===== src/rtl/trackball_pkg.sv =====
// Shared types and constants for the trackball-to-ps2_mouse encoder.
// Contents: step_t quadrature step code, ps2_mouse bit positions,
// 9-bit report clamp limits and the quadrature step lookup.
package trackball_pkg;

  typedef enum logic [1:0] {
    STEP_NONE,
    STEP_INC,
    STEP_DEC,
    STEP_ERR
  } step_t;

  // ps2_mouse word layout
  localparam int unsigned PS2_W      = 25;
  localparam int unsigned PS2_TOGGLE = 24;
  localparam int unsigned PS2_LEFT   = 0;
  localparam int unsigned PS2_ONE    = 3;
  localparam int unsigned PS2_XSIGN  = 4;
  localparam int unsigned PS2_YSIGN  = 5;
  localparam int unsigned PS2_XOVF   = 6;
  localparam int unsigned PS2_YOVF   = 7;

  // Range of a single reported delta (9-bit signed)
  localparam int P9_MAX = 255;
  localparam int P9_MIN = -256;

  // Gray sequence {a,b}: 00 -> 01 -> 11 -> 10 -> 00 counts up.
  function automatic step_t step_lookup(input logic [1:0] prev, input logic [1:0] cur);
    step_t s;
    s = STEP_NONE;
    case ({prev, cur})
      4'b0001, 4'b0111, 4'b1110, 4'b1000: s = STEP_INC;
      4'b0010, 4'b1011, 4'b1101, 4'b0100: s = STEP_DEC;
      4'b0011, 4'b1100, 4'b0110, 4'b1001: s = STEP_ERR;
      default:                            s = STEP_NONE;
    endcase
    return s;
  endfunction

endpackage


===== src/rtl/quad_decoder.sv =====
// One quadrature axis: 2-flop synchronizer, previous-state register and
// step lookup.
// Ports: clk_sys, reset_n (async active-low), a/b raw quadrature pins,
//        step_c decoded step for the current cycle (combinational from
//        registered state).
module quad_decoder
  import trackball_pkg::*;
(
  input  logic  clk_sys,
  input  logic  reset_n,
  input  logic  a,
  input  logic  b,
  output step_t step_c
);

  logic [1:0] sync1;
  logic [1:0] sync2;
  logic [1:0] prev;

  // Synchronizer plus one-deep history of the synced pair
  always_ff @(posedge clk_sys or negedge reset_n) begin
    if (!reset_n) begin
      sync1 <= 2'b00;
      sync2 <= 2'b00;
      prev  <= 2'b00;
    end else begin
      sync1 <= {a, b};
      sync2 <= sync1;
      prev  <= sync2;
    end
  end

  assign step_c = step_lookup(prev, sync2);

endmodule


===== src/rtl/trackball_to_mouse.sv =====
// Arcade trackball to ps2_mouse packet encoder.
// Ports: clk_sys, reset_n (async active-low), enable, qx_a/qx_b and
//        qy_a/qy_b quadrature pins, btn_n fire button (active-low),
//        ps2_mouse 25-bit packet word (bit 24 toggles per packet),
//        quad_err one-cycle pulse on an illegal quadrature transition.
module trackball_to_mouse
  import trackball_pkg::*;
#(
  parameter int unsigned REPORT_DIV = 100000,
  parameter int unsigned ACC_W      = 10
) (
  input  logic             clk_sys,
  input  logic             reset_n,
  input  logic             enable,
  input  logic             qx_a,
  input  logic             qx_b,
  input  logic             qy_a,
  input  logic             qy_b,
  input  logic             btn_n,
  output logic [PS2_W-1:0] ps2_mouse,
  output logic             quad_err
);

  localparam int unsigned CNT_W = $clog2(REPORT_DIV);
  localparam int unsigned AW    = ACC_W + 2;

  localparam logic signed [AW-1:0]    ACC_MAX   = AW'(2**(ACC_W-1) - 1);
  localparam logic signed [AW-1:0]    ACC_MIN   = ~ACC_MAX;
  localparam logic signed [ACC_W-1:0] CLAMP_HI  = ACC_W'(P9_MAX);
  localparam logic signed [ACC_W-1:0] CLAMP_LO  = ACC_W'(P9_MIN);
  localparam logic [PS2_W-1:0]        PKT_RESET = PS2_W'(1) << PS2_ONE;

  typedef enum logic {ST_IDLE, ST_EMIT} state_t;

  state_t                  state;
  state_t                  state_next;
  step_t                   step_x_c;
  step_t                   step_y_c;
  logic [1:0]              btn_sync;
  logic                    btn;
  logic                    last_btn;
  logic [CNT_W-1:0]        tick_cnt;
  logic                    tick_c;
  logic                    emit_c;
  logic signed [ACC_W-1:0] acc_x;
  logic signed [ACC_W-1:0] acc_y;
  logic [8:0]              rep_x_c;
  logic [8:0]              rep_y_c;
  logic                    ovf_x_c;
  logic                    ovf_y_c;
  logic signed [AW-1:0]    sum_x_c;
  logic signed [AW-1:0]    sum_y_c;
  logic [PS2_W-1:0]        packet;
  logic [PS2_W-1:0]        packet_next_c;

  function automatic logic signed [AW-1:0] step_ext(input step_t s);
    logic signed [AW-1:0] v;
    v = '0;
    case (s)
      STEP_INC: v = AW'(1);
      STEP_DEC: v = '1;
      default:  v = '0;
    endcase
    return v;
  endfunction

  function automatic logic signed [ACC_W-1:0] saturate(input logic signed [AW-1:0] v);
    logic signed [ACC_W-1:0] r;
    if (v > ACC_MAX)      r = ACC_W'(ACC_MAX);
    else if (v < ACC_MIN) r = ACC_W'(ACC_MIN);
    else                  r = v[ACC_W-1:0];
    return r;
  endfunction

  function automatic logic [8:0] clamp9(input logic signed [ACC_W-1:0] v);
    logic [8:0] r;
    if (v > CLAMP_HI)      r = 9'h0FF;
    else if (v < CLAMP_LO) r = 9'h100;
    else                   r = v[8:0];
    return r;
  endfunction

  quad_decoder u_dec_x (
    .clk_sys (clk_sys),
    .reset_n (reset_n),
    .a       (qx_a),
    .b       (qx_b),
    .step_c  (step_x_c)
  );

  quad_decoder u_dec_y (
    .clk_sys (clk_sys),
    .reset_n (reset_n),
    .a       (qy_a),
    .b       (qy_b),
    .step_c  (step_y_c)
  );

  // Button synchronizer; resets to the released level
  always_ff @(posedge clk_sys or negedge reset_n) begin
    if (!reset_n) btn_sync <= 2'b11;
    else          btn_sync <= {btn_sync[0], btn_n};
  end

  assign btn = ~btn_sync[1];

  // Free-running report tick, unaffected by enable
  always_ff @(posedge clk_sys or negedge reset_n) begin
    if (!reset_n)    tick_cnt <= '0;
    else if (tick_c) tick_cnt <= '0;
    else             tick_cnt <= tick_cnt + CNT_W'(1);
  end

  assign tick_c = (tick_cnt == CNT_W'(REPORT_DIV - 1));

  // FSM state register
  always_ff @(posedge clk_sys or negedge reset_n) begin
    if (!reset_n) state <= ST_IDLE;
    else          state <= state_next;
  end

  // FSM next state; disable forces IDLE and suppresses the write
  always_comb begin
    state_next = state;
    emit_c     = 1'b0;
    case (state)
      ST_IDLE: begin
        if (tick_c && ((acc_x != '0) || (acc_y != '0) || (btn != last_btn)))
          state_next = ST_EMIT;
      end
      ST_EMIT: begin
        emit_c     = 1'b1;
        state_next = ST_IDLE;
      end
      default: state_next = ST_IDLE;
    endcase
    if (!enable) begin
      state_next = ST_IDLE;
      emit_c     = 1'b0;
    end
  end

  // Report values, and accumulator update keeping the clamped residue
  always_comb begin
    rep_x_c = clamp9(acc_x);
    rep_y_c = clamp9(acc_y);
    ovf_x_c = (acc_x > CLAMP_HI) || (acc_x < CLAMP_LO);
    ovf_y_c = (acc_y > CLAMP_HI) || (acc_y < CLAMP_LO);
    sum_x_c = {{(AW-ACC_W){acc_x[ACC_W-1]}}, acc_x} + step_ext(step_x_c);
    sum_y_c = {{(AW-ACC_W){acc_y[ACC_W-1]}}, acc_y} + step_ext(step_y_c);
    if (emit_c) begin
      sum_x_c = sum_x_c - {{(AW-9){rep_x_c[8]}}, rep_x_c};
      sum_y_c = sum_y_c - {{(AW-9){rep_y_c[8]}}, rep_y_c};
    end
  end

  always_ff @(posedge clk_sys or negedge reset_n) begin
    if (!reset_n) begin
      acc_x <= '0;
      acc_y <= '0;
    end else if (!enable) begin
      acc_x <= '0;
      acc_y <= '0;
    end else begin
      acc_x <= saturate(sum_x_c);
      acc_y <= saturate(sum_y_c);
    end
  end

  // Packet assembly
  always_comb begin
    packet_next_c             = '0;
    packet_next_c[PS2_TOGGLE] = ~packet[PS2_TOGGLE];
    packet_next_c[23:16]      = rep_y_c[7:0];
    packet_next_c[15:8]       = rep_x_c[7:0];
    packet_next_c[PS2_YOVF]   = ovf_y_c;
    packet_next_c[PS2_XOVF]   = ovf_x_c;
    packet_next_c[PS2_YSIGN]  = rep_y_c[8];
    packet_next_c[PS2_XSIGN]  = rep_x_c[8];
    packet_next_c[PS2_ONE]    = 1'b1;
    packet_next_c[PS2_LEFT]   = btn;
  end

  always_ff @(posedge clk_sys or negedge reset_n) begin
    if (!reset_n) begin
      packet   <= PKT_RESET;
      last_btn <= 1'b0;
      quad_err <= 1'b0;
    end else begin
      if (emit_c) begin
        packet   <= packet_next_c;
        last_btn <= btn;
      end
      quad_err <= (step_x_c == STEP_ERR) || (step_y_c == STEP_ERR);
    end
  end

  assign ps2_mouse = packet;

endmodule


===== config.mk =====
export PLATFORM = sky130hd
export DESIGN_NAME = trackball_to_mouse
export DESIGN_NICKNAME = d
export VERILOG_FILES = /design/src/rtl/trackball_pkg.sv /design/src/rtl/quad_decoder.sv /design/src/rtl/trackball_to_mouse.sv
export SDC_FILE = /design/constraint.sdc
export NUM_CORES = 1
export LEC_CHECK = 0
export CAP_MARGIN = 10
export CORE_ASPECT_RATIO = 1.5
export CORE_MARGIN = 1.5
export CORE_UTILIZATION = 40
export DETAILED_ROUTE_END_ITERATION = 10
export PLACE_DENSITY_LB_ADDON = 0.1
export SKIP_CTS_REPAIR_TIMING = 1
export SYNTH_ARGS = -nofsm -noshare
export SYNTH_HDL_FRONTEND = slang
export SYNTH_SLANG_ARGS = --single-unit

===== constraint.sdc =====
create_clock -name clk_sys -period 15.15 [get_ports clk_sys]
set_clock_uncertainty 0.1 [all_clocks]
set_input_delay 3.03 -clock clk_sys [delete_from_list [all_inputs] [get_ports clk_sys]]
set_output_delay 3.03 -clock clk_sys [all_outputs]
set_load 0.03 [all_outputs]

After elaboration in Yosys (flattened, before gate mapping)
Memory sizes are Yosys's and may differ from the RTL's.
Index checks and enable logic that the tools add are counted.
{"block": "totals", "reg_bits": 76, "latchBits": 0, "ram_bits": 0, "mem_bits_ro": 64, "inputBits": 8, "out_inout_bits": 26, "wordCells": 68, "n_memories": 2}
{"name": "(no name shown)", "words": 16, "width": 2, "read_ports": 1, "rd_clocked_by_memory_dff": 0, "write_ports": 0, "line_no": "trackball_pkg.sv:31", "text": "case ({prev, cur})"}
{"name": "(no name shown)", "words": 16, "width": 2, "read_ports": 1, "rd_clocked_by_memory_dff": 0, "write_ports": 0, "line_no": "trackball_pkg.sv:31"}
{"block": "classes", "add_sub_neg": 5, "multipliers": 0, "n_div": 0, "magnitude_cmp": 8, "eq_ne": 8, "shift": 0, "mux": 20, "n_bitwise": 3, "reduce_logical": 8}
{"cell": "two-way mux 10 bit", "count": 6}
{"cell": "case mux 12 bit (2 select lines)", "count": 2}
{"cell": "two-way mux 9 bit", "count": 4}
{"cell": "adder 12 bit", "count": 2}
{"cell": "> comparator 12 x 10 -> 1 bit (second input constant)", "count": 2}
{"cell": "less-than comparator 12 x 10 -> 1 bit (second input constant)", "count": 2}
{"cell": "two-way mux 12 bit", "count": 2}
{"cell": "subtractor 12 bit", "count": 2}
{"cell": "> comparator 10 x 9 -> 1 bit (second input constant)", "count": 2}
{"cell": "less-than comparator 10 x 9 -> 1 bit (second input constant)", "count": 2}
{"cell": "nonzero test 10 bit", "count": 2}
{"cell": "adder 17 x 1 -> 17 bit (second input constant)", "count": 1}
{"cell": "equality test 17 bit (second input constant)", "count": 1}
{"cell": "two-way mux 17 bit", "count": 1}
{"cell": "equality test 2 bit (second input constant)", "count": 4}
{"cell": "logical OR 1 bit", "count": 5}
{"cell": "equality test 2 x 1 -> 1 bit (second input constant)", "count": 2}
{"cell": "two-way mux 1 bit", "count": 4}
{"cell": "inverter 1 bit", "count": 3}
{"cell": "case mux 1 bit (2 select lines)", "count": 1}
{"cell": "logical AND 1 bit", "count": 1}
{"cell": "!= test 1 bit", "count": 1}

Longest topological paths before layout
An unclocked memory read counts as a cell.
{"block": "depth", "ltp_word": 10, "mapped_depth": 24, "depth_no_buf": 23}

Hierarchy
A second synthesis with hierarchy kept.
{"block": "unflattened", "cells_unflattened": 666, "area_unflattened_um2": 5661.7}
{"mod": "trackball_to_mouse", "n_inst": 1, "cells_each": 636, "area_per_inst_um2": 5251.3, "seq_area_each_um2": 1579.0}
{"mod": "quad_decoder", "n_inst": 2, "cells_each": 15, "area_per_inst_um2": 205.2, "seq_area_each_um2": 150.1}

Least setup slack after synthesis
Ideal clock, no wire load.
{"block": "synth_path", "path_kind": "register -> register", "start": "reg u_dec_y.sync2[1]", "end": "reg acc_y[0]", "setup_ns": 0.128, "arrival_ns": 4.508, "required_ns": 14.922, "path_slack_ns": 10.414, "path_stages_with_launch": 23, "path_buffers": 0, "period_less_slack_ns": 4.736, "cell_sequence": "dfrtp_1 > nand2_1 > o21ai_0 > o21ai_0 > ha_1 > ha_1 > and2_1 > a221o_1 > nand2_1 > nand2_1 > a21oi_1 > o21ai_0 > xor2_1 > ha_1 > o21ai_1 > o2bb2ai_1 > a211o_1 > a31oi_1 > and4b_1 > o31ai_4 > o211a_4 > o21ai_4 > o21ai_1"}
{"block": "synth_via", "elab_chain_len": 10, "word_cells_on_any_way": 12}
{"element": "from (decl)", "line_no": "quad_decoder.sv:17", "text": "logic [1:0] sync2;"}
{"element": "from (signal assigned)", "line_no": "quad_decoder.sv:28", "text": "sync2 <= sync1;"}
{"element": "memory read (16 x 2 bit) *"}
{"element": "equality test 2 bit or equality test 2 x 1 -> 1 bit (tied branches)", "line_no": "trackball_to_mouse.sv:59", "text": "case (s)"}
{"element": "case mux 12 bit (2 select lines) *", "line_no": "trackball_to_mouse.sv:59"}
{"element": "adder 12 bit *", "line_no": "trackball_to_mouse.sv:150", "text": "sum_y_c = {{(AW-ACC_W){acc_y[ACC_W-1]}}, acc_y} + step_ext(step_y_c);"}
{"element": "subtractor 12 bit", "line_no": "trackball_to_mouse.sv:153", "text": "sum_y_c = sum_y_c - {{(AW-9){rep_y_c[8]}}, rep_y_c};"}
{"element": "two-way mux 12 bit *", "line_no": "trackball_to_mouse.sv:151", "text": "if (emit_c) begin"}
{"element": "less-than comparator 12 x 10 -> 1 bit", "line_no": "trackball_to_mouse.sv:70", "text": "else if (v < ACC_MIN) r = ACC_W'(ACC_MIN);"}
{"element": "two-way mux 10 bit", "line_no": "trackball_to_mouse.sv:70"}
{"element": "two-way mux 10 bit *", "line_no": "trackball_to_mouse.sv:69", "text": "if (v > ACC_MAX) r = ACC_W'(ACC_MAX);"}
{"element": "two-way mux 10 bit *", "line_no": "trackball_to_mouse.sv:161", "text": "end else if (!enable) begin"}
{"element": "to (signal assigned)", "line_no": "trackball_to_mouse.sv:166", "text": "acc_y <= saturate(sum_y_c);"}
{"element": "to (decl)", "line_no": "trackball_to_mouse.sv:46", "text": "logic signed [ACC_W-1:0] acc_y;"}
Every way passes the cells marked *; elsewhere a longest branch is shown, timed or not.
A chain may end at the register's enable or synchronous reset.

Worst setup path after layout
{"block": "layout_path", "start": "reg u_dec_y.sync2[1]", "end": "reg acc_y[2]"}
The elaborated chain is that of the path after synthesis.

==> flow_summary.json <==
{
  "status": "complete, no violations",
  "avgSynthCellArea_um2": 8.60,
  "synth.area.top_cells": "dfrtp_1, ha_1, nand2_1",
  "fin_setup_tns_ns": 0,
  "worst_slack_ns": 9.31,
  "clock.fmax_mhz": 171,
  "fin_util_pct": 45.7,
  "r2r-end": "acc_y[2]",
  "gp_congestion": 0.846,
  "r2r-start": "u_dec_y.sync2[1]",
  "io-pin-count": 34,
  "synth_top_area_share_pct": 32.0,
  "worstHoldPathCells": 0,
  "vias_per_cell": 5.49,
  "slew_headroom_pct": 35.9,
  "n_antenna_cell": 0,
  "ys_ff_latch": 75,
  "crit_top_cell": "ha_1",
  "max_cap_viol_count": 0,
  "slowest_stage": "ha_1",
  "die_y_um": 149,
  "grt_pass1_vias": 4713,
  "cpLargestDelayFamily": "compound AO/OA/AOI/OAI gates",
  "critical_path_class": "reg2reg",
  "cts_tree": "done",
  "cpPeakStageDelay_ns": 0.74,
  "wirelength_um": 14500,
  "p_leak_nw": 2.68,
  "cts_made_buffers": 9,
  "hold-path-endpoint": "u_dec_y.sync2[0]",
  "die_w_um": 101,
  "clockBufferDepth": 2,
  "place_ws_ns": 9.35,
  "min_period_ns": 5.84,
  "powerDensity_nw_per_um2": 212,
  "grt-ovfl-total": 0,
  "antenna_found_initial": 0,
  "track_usage_pct": 20.4,
  "drtIter0Drc": 226,
  "syn_area_um2": 5720,
  "crit_path_start_kind": "flip-flop",
  "setup_violations": 0,
  "fin_crit_sh_pct": 38.5,
  "grt_pass1_wl_um": 23700,
  "core_area_um2": 14000,
  "dieArea_um2": 15000,
  "cts_htree_levels": 3,
  "wl_per_cell_um": 16.7,
  "synth.distinct_cells": 82,
  "synth_top_area_cell": "dfrtp_1",
  "layout-drive-gt1-share_pct": 8.58,
  "start_util_pct": 40.9,
  "fill_cells": 1371,
  "r2r_cells": 22,
  "cp_max_fo": 19,
  "grt_max_degree": 76,
  "crit_arrival_ns": 5.94,
  "insertion_delay_ns": 0.34,
  "worstPathCellList": "nand2_1 -> o21ai_0 -> o21ai_0 -> ha_1 -> xor2_1 -> ha_1 -> a21oi_1 -> nor2_1 -> nor2_1 -> a21oi_1 -> a221oi_1 -> xor2_1 -> ha_1 -> o21ai_1 -> o2bb2ai_1 -> a211o_1 -> a31oi_1 -> and4b_1 -> o31ai_4 -> o211a_4 -> o21ai_4 -> o21ai_1",
  "yosysMostFrequentCell": "nand2_1",
  "ir_drop_mv": 0.106,
  "ys_seq_area_share_pct": 32.9,
  "ctsRootBufferMaster": "clkbuf_16",
  "cts_sinks": 75,
  "finalHoldViolations": 0,
  "synth_commonest_cells": "nand2_1, dfrtp_1, o21ai_0, nor2_1, ha_1",
  "timing.reg2reg.setup_slack_ns": 9.31,
  "rows": 53,
  "cp.required_ns": 15.26,
  "endpoint_kind": "flip-flop",
  "drt_first_pass_iters": 4,
  "async_reset_ff_share_pct": 100,
  "dominantRegCellSynth": "dfrtp_1",
  "antenna_left": 0,
  "yosysWarningCount": 0,
  "clkTransAtPathRegs_ns": 0.07,
  "nNetsFinal": 716,
  "worstHoldPathType": "reg2reg",
  "area_growth_syn_to_layout_pct": 12.0,
  "worstMarginPinSlew_ns": 0.962,
  "synth_edf_count": 0,
  "vias": 4761,
  "path_buf_inv": 0,
  "rsz0062_at_grt": "no",
  "drv_slew": 0,
  "hp-start": "u_dec_y.sync1[0]",
  "netlist_instances": 665,
  "final-seq-area_um2": 1880,
  "multi_input_area_um2": 3550,
  "drc": 0,
  "io_buffers": 30,
  "hpwl_um": 10800
}
power breakdown:
group / switching, mW / internal, mW / total [mW]
combinational: 0.465 / 0.363 / 0.829
clock: 0.0908 / 0.134 / 0.225
sequential: 0.0769 / 0.226 / 0.302
total: 0.633 / 0.723 / 1.36
cell usage in the layout, fill, tap and decap left out, drive strengths merged, types with 3 or more instances in the layout:
master,synthesis,layout
a221oi,3,3
xor2,27,27
or2,3,3
o32ai,3,3
nor2b,11,11
nand3,17,17
nor3,17,17
a31oi,8,8
nor3b,3,3
nand2b,12,12
a211oi,3,3
o221ai,3,3
nor4,4,4
nand2,89,89
xnor2,32,32
mux2,7,7
a31o,9,9
inv,22,25
nor2,44,44
ha,35,35
a21o,6,6
o211ai,3,3
o21ai,76,76
conb,2,3
a211o,4,4
or3,3,3
mux2i,3,3
o21a,9,9
clkdlybuf4s50,0,29
clkbuf,21,10
or4,3,3
nand4,5,5
buf,20,6
o31ai,6,6
dfrtp,73,73
and2,10,10
a21oi,36,36
worst max-delay path by stage:
stage                           startpoint       end  slack [ns]  cells after the start
after detailed placement  u_dec_y.sync2[1]  acc_y[6]        9.35                     22
after floorplan           u_dec_y.sync2[1]  acc_y[0]       10.41                     22
final                     u_dec_y.sync2[1]  acc_y[2]        9.31                     22
after global placement              enable  acc_x[5]        9.54                      7
after CTS                 u_dec_y.sync2[1]  acc_y[2]        9.31                     22
after global routing      u_dec_y.sync2[1]  acc_y[2]        8.76                     22
worst reg2reg max path: cells and delay by family, from the launching register on:
kind / cells / cell delay [ns]
AND/OR/NAND/NOR: 4 / 0.72
adder cells (fa/ha/maj): 3 / 1.25
XOR/XNOR: 2 / 0.48
AO/OA/AOI/OAI: 13 / 2.72
flip-flops: 1 / 0.44
sequential cells by signal, summed over array words and instances, names as in the netlist, 10 cells and up:
signal,cells
ps2_mouse,22
acc_y,10
acc_x,10
tick_cnt,17
layer usage:
metal  vias up  GRT usage [%]  share of wire, %
li1       2357              -                 -
met1      2309           22.8                40
met2        67           37.0                54
met3        28           2.99               2.0
met4         0           10.5               4.3
met5         -              0                 0
cells by family (layout without fill, tap and decap cells):
logic type	Yosys count	count (layout)	share of synthesized area (%)
flip-flops	75	75	32.9
AO/OA/AOI/OAI	189	189	22.7
other	2	3	0.131
adder cells (fa/ha/maj)	39	39	8.71
XOR/XNOR	59	59	9.30
buffers and inverters	63	73	5.03
AND/OR/NAND/NOR	228	228	19.4
multiplexers	10	10	1.90
stage by stage:
stage	hold WS (ns)	instance area (µm²)	instances	power, mW
3_3_place_gp	0.235	6090	852	1.12
3_5_place_dp	0.237	6090	852	1.13
2_1_floorplan	0.231	5720	666	0.951
5_1_grt	0.255	6400	868	1.47
4_1_cts	0.243	6400	868	1.36
6_report	0.243	6400	868	1.36
area by class of cell:
cell class              instances  area share, %
clock buffers                  10           3.73
clock inverters                 6           1.11
inverters                      22           1.29
multi-input cells             528           55.5
flip-flops and latches         75           29.4
well taps                     192           3.75
repair buffers                 35           5.24
Power figures use the tool's default switching activity.
